===== src/rtl/writeback_buffer.sv =====
// Write-back FIFO between execute/memory producers and the 8 x 10-bit register file.
// Optional decode forwarding of pending values is enabled by defining WB_FORWARD_EN.
module writeback_buffer #(
   parameter int DATA_W = 10,
   parameter int REG_W  = 3,
   parameter int DEPTH  = 4
) (
   input  logic                     clk,
   input  logic                     reset,
   input  logic                     wb_valid,
   output logic                     wb_ready,
   input  logic [REG_W-1:0]         wb_reg,
   input  logic [DATA_W-1:0]        wb_data,
   input  logic                     rf_hold,
   output logic [REG_W-1:0]         write_reg,
   output logic [DATA_W-1:0]        write_data,
   output logic                     reg_write_en,
   output logic [$clog2(DEPTH):0]   wb_count
`ifdef WB_FORWARD_EN
   ,
   input  logic [REG_W-1:0]         read_reg1,
   input  logic [REG_W-1:0]         read_reg2,
   output logic                     fwd1_hit,
   output logic                     fwd2_hit,
   output logic [DATA_W-1:0]        fwd1_data,
   output logic [DATA_W-1:0]        fwd2_data
`endif
);

   localparam int PTR_W = $clog2(DEPTH);

   logic [REG_W-1:0]  reg_mem  [DEPTH];
   logic [DATA_W-1:0] data_mem [DEPTH];
   logic [PTR_W-1:0]  head;
   logic [PTR_W-1:0]  tail;
   logic [PTR_W:0]    count;
   logic              full;
   logic              empty;
   logic              push;
   logic              pop;

   assign full         = (count == (PTR_W+1)'(DEPTH));
   assign empty        = (count == '0);
   assign wb_ready     = !full;
   assign wb_count     = count;
   assign push         = wb_valid && wb_ready && !reset;
   assign reg_write_en = !empty && !rf_hold;
   assign pop          = reg_write_en;
   assign write_reg    = empty ? '0 : reg_mem[head];
   assign write_data   = empty ? '0 : data_mem[head];

   // NOTE: sequential state uses non-blocking assignments so every register samples pre-edge values.
   always_ff @(posedge clk) begin
      if (reset) begin
         head  <= '0;
         tail  <= '0;
         count <= '0;
      end else begin
         if (push) tail <= tail + PTR_W'(1);
         if (pop)  head <= head + PTR_W'(1);
         case ({push, pop})
            2'b10:   count <= count + (PTR_W+1)'(1);
            2'b01:   count <= count - (PTR_W+1)'(1);
            default: count <= count;
         endcase
      end
   end

   // NOTE: storage has no reset; an entry is only observable once count covers it.
   always_ff @(posedge clk) begin
      if (push) begin
         reg_mem[tail]  <= wb_reg;
         data_mem[tail] <= wb_data;
      end
   end

`ifdef WB_FORWARD_EN
   logic [PTR_W-1:0] idx;

   // Scan oldest to youngest so the last match seen is the youngest pending value.
   // NOTE: every output gets a default first so this block never infers a latch.
   always_comb begin
      fwd1_hit  = 1'b0;
      fwd2_hit  = 1'b0;
      fwd1_data = '0;
      fwd2_data = '0;
      idx       = head;
      for (int i = 0; i < DEPTH; i++) begin
         idx = head + PTR_W'(i);
         if ((PTR_W+1)'(i) < count) begin
            if (reg_mem[idx] == read_reg1) begin
               fwd1_hit  = 1'b1;
               fwd1_data = data_mem[idx];
            end
            if (reg_mem[idx] == read_reg2) begin
               fwd2_hit  = 1'b1;
               fwd2_data = data_mem[idx];
            end
         end
      end
   end
`endif

endmodule


===== config.mk =====
export PLATFORM = sky130hd
export DESIGN_NAME = writeback_buffer
export DESIGN_NICKNAME = d
export VERILOG_FILES = /design/src/rtl/writeback_buffer.sv
export SDC_FILE = /design/constraint.sdc
export NUM_CORES = 1
export LEC_CHECK = 0
export ABC_AREA = 1
export CAP_MARGIN = 0
export CORE_MARGIN = 4
export CORE_UTILIZATION = 48
export DETAILED_ROUTE_END_ITERATION = 12
export HOLD_SLACK_MARGIN = 0.05
export PLACE_DENSITY = 0.71
export SYNTH_ARGS = -nofsm -noshare
export SYNTH_HDL_FRONTEND = slang
export SYNTH_SLANG_ARGS = --single-unit

===== constraint.sdc =====
create_clock -name clk -period 2.4 [get_ports clk]
set_input_delay 0.48 -clock clk [delete_from_list [all_inputs] [get_ports clk]]
set_output_delay 0.48 -clock clk [all_outputs]
set_load 0.02 [all_outputs]

==> reports/summary.txt, run 1 <==
run status -> complete, no violations
Filler Cells Inserted -> 452
last weighted congestion value of the routability-driven placer -> 0.699
setup clock skew after layout -> 0.00511 ns
end of the critical path -> write_data[3]
post-synthesis instance area -> 2570 µm²
placed inst area -> 3000 µm²
count of antenna-violating nets left after detailed routing -> 0
setup repair after global routing missed its margin -> false
critical path data arrival time -> 1.71 ns
area share of the largest cell type after synthesis -> 60.7%
vertical die dimension -> 81.2 µm
final cell count without fillers -> 356
final setup TNS -> 0 ns
Remaining DRCs -> 0
Floorplan Core Area -> 5140 µm²
floorplan row count -> 26
max capacitance violation total -> 0
starting utilization of the core area -> 50.0%
dominant synthesized flop cell -> sky130_fd_sc_hd__edfxtp_1
synthesis warning total -> 0
type of the most critical hold path -> register to register
Async SR Flop Fraction -> 0%
actual transition at the worst max-transition pin -> 0.453 ns
startpoint class of the critical path -> register
achievable clock frequency -> 457 MHz
final wirelength -> 4620 µm
Leak Pwr -> 1.29 nW
final setup violating endpoints -> 0
initial DRC count -> 75
cell count after synthesis -> 236
biggest area consumer among synthesized cells -> sky130_fd_sc_hd__edfxtp_1
Netlist cell types -> 21
share of final-layout standard cells stronger than drive strength 1 -> 9.44%
all-layer global routing usage -> 16.0%
Vias/cell -> 4.83
Syn-to-layout area delta -> 22.3%
Setup Fix Bufs, Post-CTS -> 0
leftover overflow at the end of global routing -> 0
worst setup slack after layout -> 0.212 ns
most area-consuming cells after synthesis -> sky130_fd_sc_hd__edfxtp_1, sky130_fd_sc_hd__nand2_1, sky130_fd_sc_hd__dfxtp_1
TritonCTS clock tree -> built
Avg Inst Size Synth -> 10.9 µm²
top fanout value on the critical path -> 27
total number of nets in the final design -> 304
antenna violations before repair -> 0
clock latency of the later-clocked register in the worst-skew pair -> 0.33 ns
FF-to-FF setup slack -> 0.47 ns
Placed Instances -> 340
capture point of the worst reg-to-reg path -> wb_count[2]$_SDFFE_PP0P_
min Tclk post-route -> 2.19 ns
clock slew at the register clock pins of the worst setup and hold paths -> 0.06 ns
Diodes inserted -> 0
area taken by flip-flops and latches -> 1740 µm²
maximum number of pins on one net before global-route repair -> 28
DP HPWL -> 2870 µm
Critical Path End Type -> output pin
combined area of the multi-input logic cells -> 676 µm²
critical setup path kind -> register to output pin
Post-Place Setup Slack -> 0.189 ns
post-synth net total -> 259
global-route wire length before repair -> 7630 µm
# IOs -> 35
final core utilization -> 61.2%
horizontal extent of the die -> 81.2 µm
CP Data Required Time -> 1.92 ns
Clock Tree Buf Depth -> 2
die area -> 6590 µm²
TritonCTS buffer count -> 9
post-route fraction of the period consumed by the critical path -> 91.2%
number of global-route vias before repair -> 1700
number of flops mapped to enable cells by yosys -> 52
total number of clock tree sinks -> 61
final std cell area, no fill -> 3140 µm²
depth of the worst register-to-register path -> 12
routed length per placed instance -> 13.0 µm
buffer cell driving the clock tree root -> sky130_fd_sc_hd__clkbuf_8
critical register-to-register path startpoint -> wb_count[2]$_SDFFE_PP0P_
sequential share of the synthesized area -> 67.7%
Port-buffer cells -> 34
worst supply voltage drop on vdd -> 0.554 mV
FF+latch count, synth -> 61
Max-Slew Margin vs Limit -> 69.8%
Hold Vio Cnt, Final -> 0
count of H-tree levels built during CTS -> 3
total power divided by cell area -> 979 nW/µm²
number of detailed-routing iterations run before antenna repair -> 4
Vias -> 1718
number of max-slew violations in the final report -> 0
[how the worst min path moves through the flow]
stage,startpoint,endpoint,slack (ns),cells past startpoint
2_1_floorplan,head[0]$_SDFFE_PP0P_,register,0.45,2
3_3_place_gp,head[0]$_SDFFE_PP0P_,head[0]$_SDFFE_PP0P_,0.47,2
3_5_place_dp,head[0]$_SDFFE_PP0P_,register,0.48,2
4_1_cts,head[0]$_SDFFE_PP0P_,register,0.50,2
5_1_grt,head[0]$_SDFFE_PP0P_,head[0]$_SDFFE_PP0P_,0.54,2
6_report,head[0]$_SDFFE_PP0P_,head[0]$_SDFFE_PP0P_,0.50,2
[cells by family (layout without fill, tap and decap cells)]
| family | count (synthesis) | count (layout) | synth area share (%) |
|---|---|---|---|
| adder cells (fa/ha/maj) | 6 | 6 | 3.21 |
| AND/OR/NAND/NOR | 108 | 108 | 16.5 |
| flip-flops | 61 | 61 | 67.7 |
| AO/OA/AOI/OAI | 33 | 33 | 6.57 |
| buffers and inverters | 28 | 78 | 5.99 |
[layout by cell type (no fill, tap or decap), drive strengths merged, types with 7 or more instances in the layout]
cell type | synthesis | layout
nand2 | 62 | 62
edfxtp | 52 | 52
nor2 | 38 | 38
clkdlybuf4s50 | 0 | 20
inv | 20 | 20
a21oi | 18 | 18
o21ai | 15 | 15
dlygate4sd2 | 0 | 13
clkbuf | 0 | 10
dfxtp | 9 | 9
buf | 8 | 8
nand3 | 7 | 7
[repair_timing]
action	4_1_cts	5_1_grt
pin swaps	0	0
resized for setup	13	1
endpoints found under the setup margin	13	1
hold buffers	0	0
[final cells by class]
type,instances,area share (%)
inverter,20,2.63
tap,70,2.79
multi-input combinational,147,21.5
clock inverter,6,0.955
timing repair buffer,42,12.7
clock buffer,10,4.06
sequential,61,55.4
[registers in the layout, summed over array words and instances (netlist names), named ones only]
register and flops:
head 2, tail 2, data_mem 40, reg_mem 12, wb_count 3
[metal layers]
metal	vias up	GRT usage, %	part of all wire, %
met5	-	0	0
met4	0	8.28	2.1
met3	10	4.66	5.4
met2	37	26.3	49
met1	798	19.0	44
li1	873	-	-
[cell usage after synthesis (3+ instances only)]
cell / number
sky130_fd_sc_hd__nand2_1: 61
sky130_fd_sc_hd__edfxtp_1: 52
sky130_fd_sc_hd__nor2_1: 38
sky130_fd_sc_hd__a21oi_1: 17
sky130_fd_sc_hd__inv_1: 16
sky130_fd_sc_hd__o21ai_1: 11
sky130_fd_sc_hd__dfxtp_1: 9
sky130_fd_sc_hd__nand3_1: 6
sky130_fd_sc_hd__ha_1: 5
sky130_fd_sc_hd__o21ai_0: 4
sky130_fd_sc_hd__buf_2: 3
sky130_fd_sc_hd__buf_6: 3
sky130_fd_sc_hd__inv_2: 3
[worst max-delay path, stage by stage, from the launching register on]
cell                            delay, ns
sky130_fd_sc_hd__dfxtp_1             0.32
sky130_fd_sc_hd__buf_12              0.17
sky130_fd_sc_hd__inv_8               0.14
sky130_fd_sc_hd__nand2_1             0.07
sky130_fd_sc_hd__nand2_1             0.05
sky130_fd_sc_hd__nand2_1             0.05
sky130_fd_sc_hd__a21oi_1             0.21
sky130_fd_sc_hd__dlygate4sd2_1       0.36
[per-stage QoR]
step,hold slack (ns),total power [mW]
CTS,0.501,3.12
detailed placement,0.476,2.47
global placement,0.470,2.45
global route,0.536,3.28
finish,0.498,3.08
floorplan,0.448,2.04
[where the power goes]
| group | internal, mW | switching (mW) | total (mW) |
|---|---|---|---|
| clock network | 0.361 | 0.376 | 0.737 |
| registers | 1.23 | 0.0359 | 1.27 |
| logic | 0.376 | 0.700 | 1.08 |
(Power assumes the default switching activity.)
==> run 2: changes to the inputs <==
SKIP_LAST_GASP = 1   (was unset)
==> results of run 2 <==
Same layout as run 1: the final DEF is identical, and so are final timing and power.
==> run 3: changes to the inputs <==
CORE_UTILIZATION = 54   (was 48)
PLACE_DENSITY = 0.83   (was 0.71)
==> run 3 against run 2 <==
  * Clock skew rose by 0.0013 ns
  * Critical path depth did not move
  * Combinational power barely moved
  * Final cell count fell by 6.5%
  * Non-clock buffer count fell by 3
  * Register-to-register slack got worse by 0.18 ns
  * Worst hold slack improved by 0.0066 ns
  * Clock-buffer cell count did not move
  * Critical endpoint is now write_data[7]
  * Largest cell class unchanged
==> reports/summary.txt, run 3 (synthesis results as in run 1) <==
placed inst area -> 2960 µm² (was 3000 µm²)
final cell count without fillers -> 333 (was 356)
most frequent cells in the layout -> sky130_fd_sc_hd__nand2_1, sky130_fd_sc_hd__edfxtp_1, sky130_fd_sc_hd__nor2_1 (unchanged)
total number of nets in the final design -> 301 (was 304)
leftover overflow at the end of global routing -> 0 (unchanged)
critical setup path kind -> register to output pin (unchanged)
Remaining DRCs -> 0 (unchanged)
Syn-to-layout area delta -> 21.1% (was 22.3%)
total power -> 3.18 mW (was 3.08 mW)
number of max-slew violations in the final report -> 0 (unchanged)
worst setup slack after layout -> 0.213 ns (was 0.212 ns)
final setup violating endpoints -> 0 (unchanged)
Max-Slew Margin vs Limit -> 70.9% (was 69.8%)
number of buffers inserted by hold repair at cts -> 0 (unchanged)
final setup TNS -> 0 ns (unchanged)
run status -> complete, no violations (unchanged)
count of H-tree levels built during CTS -> 3 (unchanged)
floorplan row count -> 24 (was 26)
buffer cell driving the clock tree root -> sky130_fd_sc_hd__clkbuf_8 (unchanged)
number of global-route vias before repair -> 1762 (was 1700)
DP HPWL -> 3140 µm (was 2870 µm)
TritonCTS buffer count -> 9 (unchanged)
share of final-layout standard cells stronger than drive strength 1 -> 7.83% (was 9.44%)
setup repair after global routing missed its margin -> false (unchanged)
die area -> 5930 µm² (was 6590 µm²)
Post-Place Setup Slack -> 0.117 ns (was 0.189 ns)
family of cells with the greatest summed delay on the critical path -> buffers and inverters (unchanged)
Filler Cells Inserted -> 322 (was 452)
Vias/cell -> 5.30 (was 4.83)
Placed Instances -> 319 (was 340)
Hold Vio Cnt, Final -> 0 (unchanged)
startpoint class of the critical path -> register (unchanged)
most common cell after layout, fill and taps aside -> sky130_fd_sc_hd__nand2_1 (unchanged)
critical path's most frequent cell -> sky130_fd_sc_hd__nand2_1 (unchanged)
Clock Tree Buf Depth -> 2 (unchanged)
CP Data Required Time -> 1.92 ns (about the same)
Port-buffer cells -> 34 (unchanged)
min Tclk post-route -> 2.19 ns (about the same)
antenna violations before repair -> 0 (unchanged)
maximum number of pins on one net before global-route repair -> 28 (unchanged)
type of the most critical hold path -> register to register (unchanged)
starting utilization of the core area -> 57.5% (was 50.0%)
WP buf/inv -> 3 (unchanged)
Vias -> 1765 (was 1718)
worst-path cell with the longest stage delay -> sky130_fd_sc_hd__dlygate4sd2_1 (unchanged)
Diodes inserted -> 0 (unchanged)
post-route fraction of the period consumed by the critical path -> 91.1% (was 91.2%)
maximum single-stage delay on the critical path -> 0.36 ns (about the same)
total power divided by cell area -> 1020 nW/µm² (was 979 nW/µm²)
vertical die dimension -> 77.0 µm (was 81.2 µm)
top fanout value on the critical path -> 27 (unchanged)
achievable clock frequency -> 457 MHz (about the same)
global-route wire length before repair -> 8480 µm (was 7630 µm)
series of cell instances along the critical path -> buf_12 -> inv_8 -> nand2_1 -> nand2_1 -> nand2_1 -> a21oi_1 -> dlygate4sd2_1 (unchanged)
number of detailed-routing iterations run before antenna repair -> 4 (unchanged)
clock latency of the later-clocked register in the worst-skew pair -> 0.33 ns (about the same)
worst supply voltage drop on vdd -> 0.601 mV (was 0.554 mV)
final wirelength -> 5080 µm (was 4620 µm)
Leak Pwr -> 1.29 nW (about the same)
max capacitance violation total -> 0 (unchanged)
horizontal extent of the die -> 77.0 µm (was 81.2 µm)
max reg flops -> 40 (unchanged)
register bank with the most flops -> data_mem (unchanged)
actual transition at the worst max-transition pin -> 0.436 ns (was 0.453 ns)
last weighted congestion value of the routability-driven placer -> 0.691 (was 0.699)
critical path data arrival time -> 1.71 ns (about the same)
setup clock skew after layout -> 0.00645 ns (was 0.00511 ns)
routed length per placed instance -> 15.3 µm (was 13.0 µm)
initial DRC count -> 123 (was 75)
final std cell area, no fill -> 3110 µm² (was 3140 µm²)
total number of clock tree sinks -> 61 (unchanged)
all-layer global routing usage -> 18.8% (was 16.0%)
final core utilization -> 69.6% (was 61.2%)
count of antenna-violating nets left after detailed routing -> 0 (unchanged)
clock slew at the register clock pins of the worst setup and hold paths -> 0.06 ns (about the same)
Critical Path End Type -> output pin (unchanged)
# IOs -> 35 (unchanged)
Floorplan Core Area -> 4470 µm² (was 5140 µm²)
TritonCTS clock tree -> built (unchanged)
worst hold margin -> 0.505 ns (was 0.498 ns)
==> run 3: path summary, 6_finish.rpt <==
path	start	end	slack, ns	cells after the start
min	head[0]$_SDFFE_PP0P_	head[0]$_SDFFE_PP0P_	0.51	2
min reg2reg	head[0]$_SDFFE_PP0P_	head[0]$_SDFFE_PP0P_	0.51	2
max reg2reg	wb_count[2]$_SDFFE_PP0P_	wb_count[2]$_SDFFE_PP0P_	0.29	13
max	register	write_data[7]	0.21	7
==> run 3: layout make-up <==
| cell class | instances | area [µm²] | area share [%] |
|---|---|---|---|
| clock buffer | 10 | 128 | 4.10 |
| tap | 52 | 65.1 | 2.09 |
| inverter | 20 | 82.6 | 2.65 |
| clock inverter | 4 | 41.3 | 1.33 |
| multi-input combinational | 147 | 676 | 21.7 |
| sequential | 61 | 1740 | 55.9 |
| timing repair buffer | 39 | 380 | 12.2 |
==> run 3: what timing repair did <==
action                                  in CTS  in global routing
gates cloned                                 0                  0
resized for setup                           12                  2
endpoints found under the setup margin      12                  2
setup buffers                                0                  0
==> run 3: worst min-delay path, delay by kind of cell (launching register included) <==
family	cells	cell delay (ns)
simple gates	1	0.07
flops	1	0.34
compound gates	1	0.06
==> run 3: where the power goes <==
| part | internal, mW | switching (mW) |
|---|---|---|
| registers | 1.23 | 0.0397 |
| logic | 0.381 | 0.724 |
| clock network | 0.457 | 0.351 |
| total | 2.07 | 1.12 |
==> run 3: metal layers <==
| layer | vias up | GRT usage [%] | routed length (µm) | share of wire (%) |
|---|---|---|---|---|
| li1 | 869 | - | - | - |
| met1 | 842 | 22.6 | 2110 | 42 |
| met2 | 44 | 31.7 | 2580 | 51 |
| met3 | 10 | 3.63 | 270 | 5.3 |
| met4 | 0 | 10.7 | 115 | 2.3 |
| met5 | - | 0 | 0 | 0 |
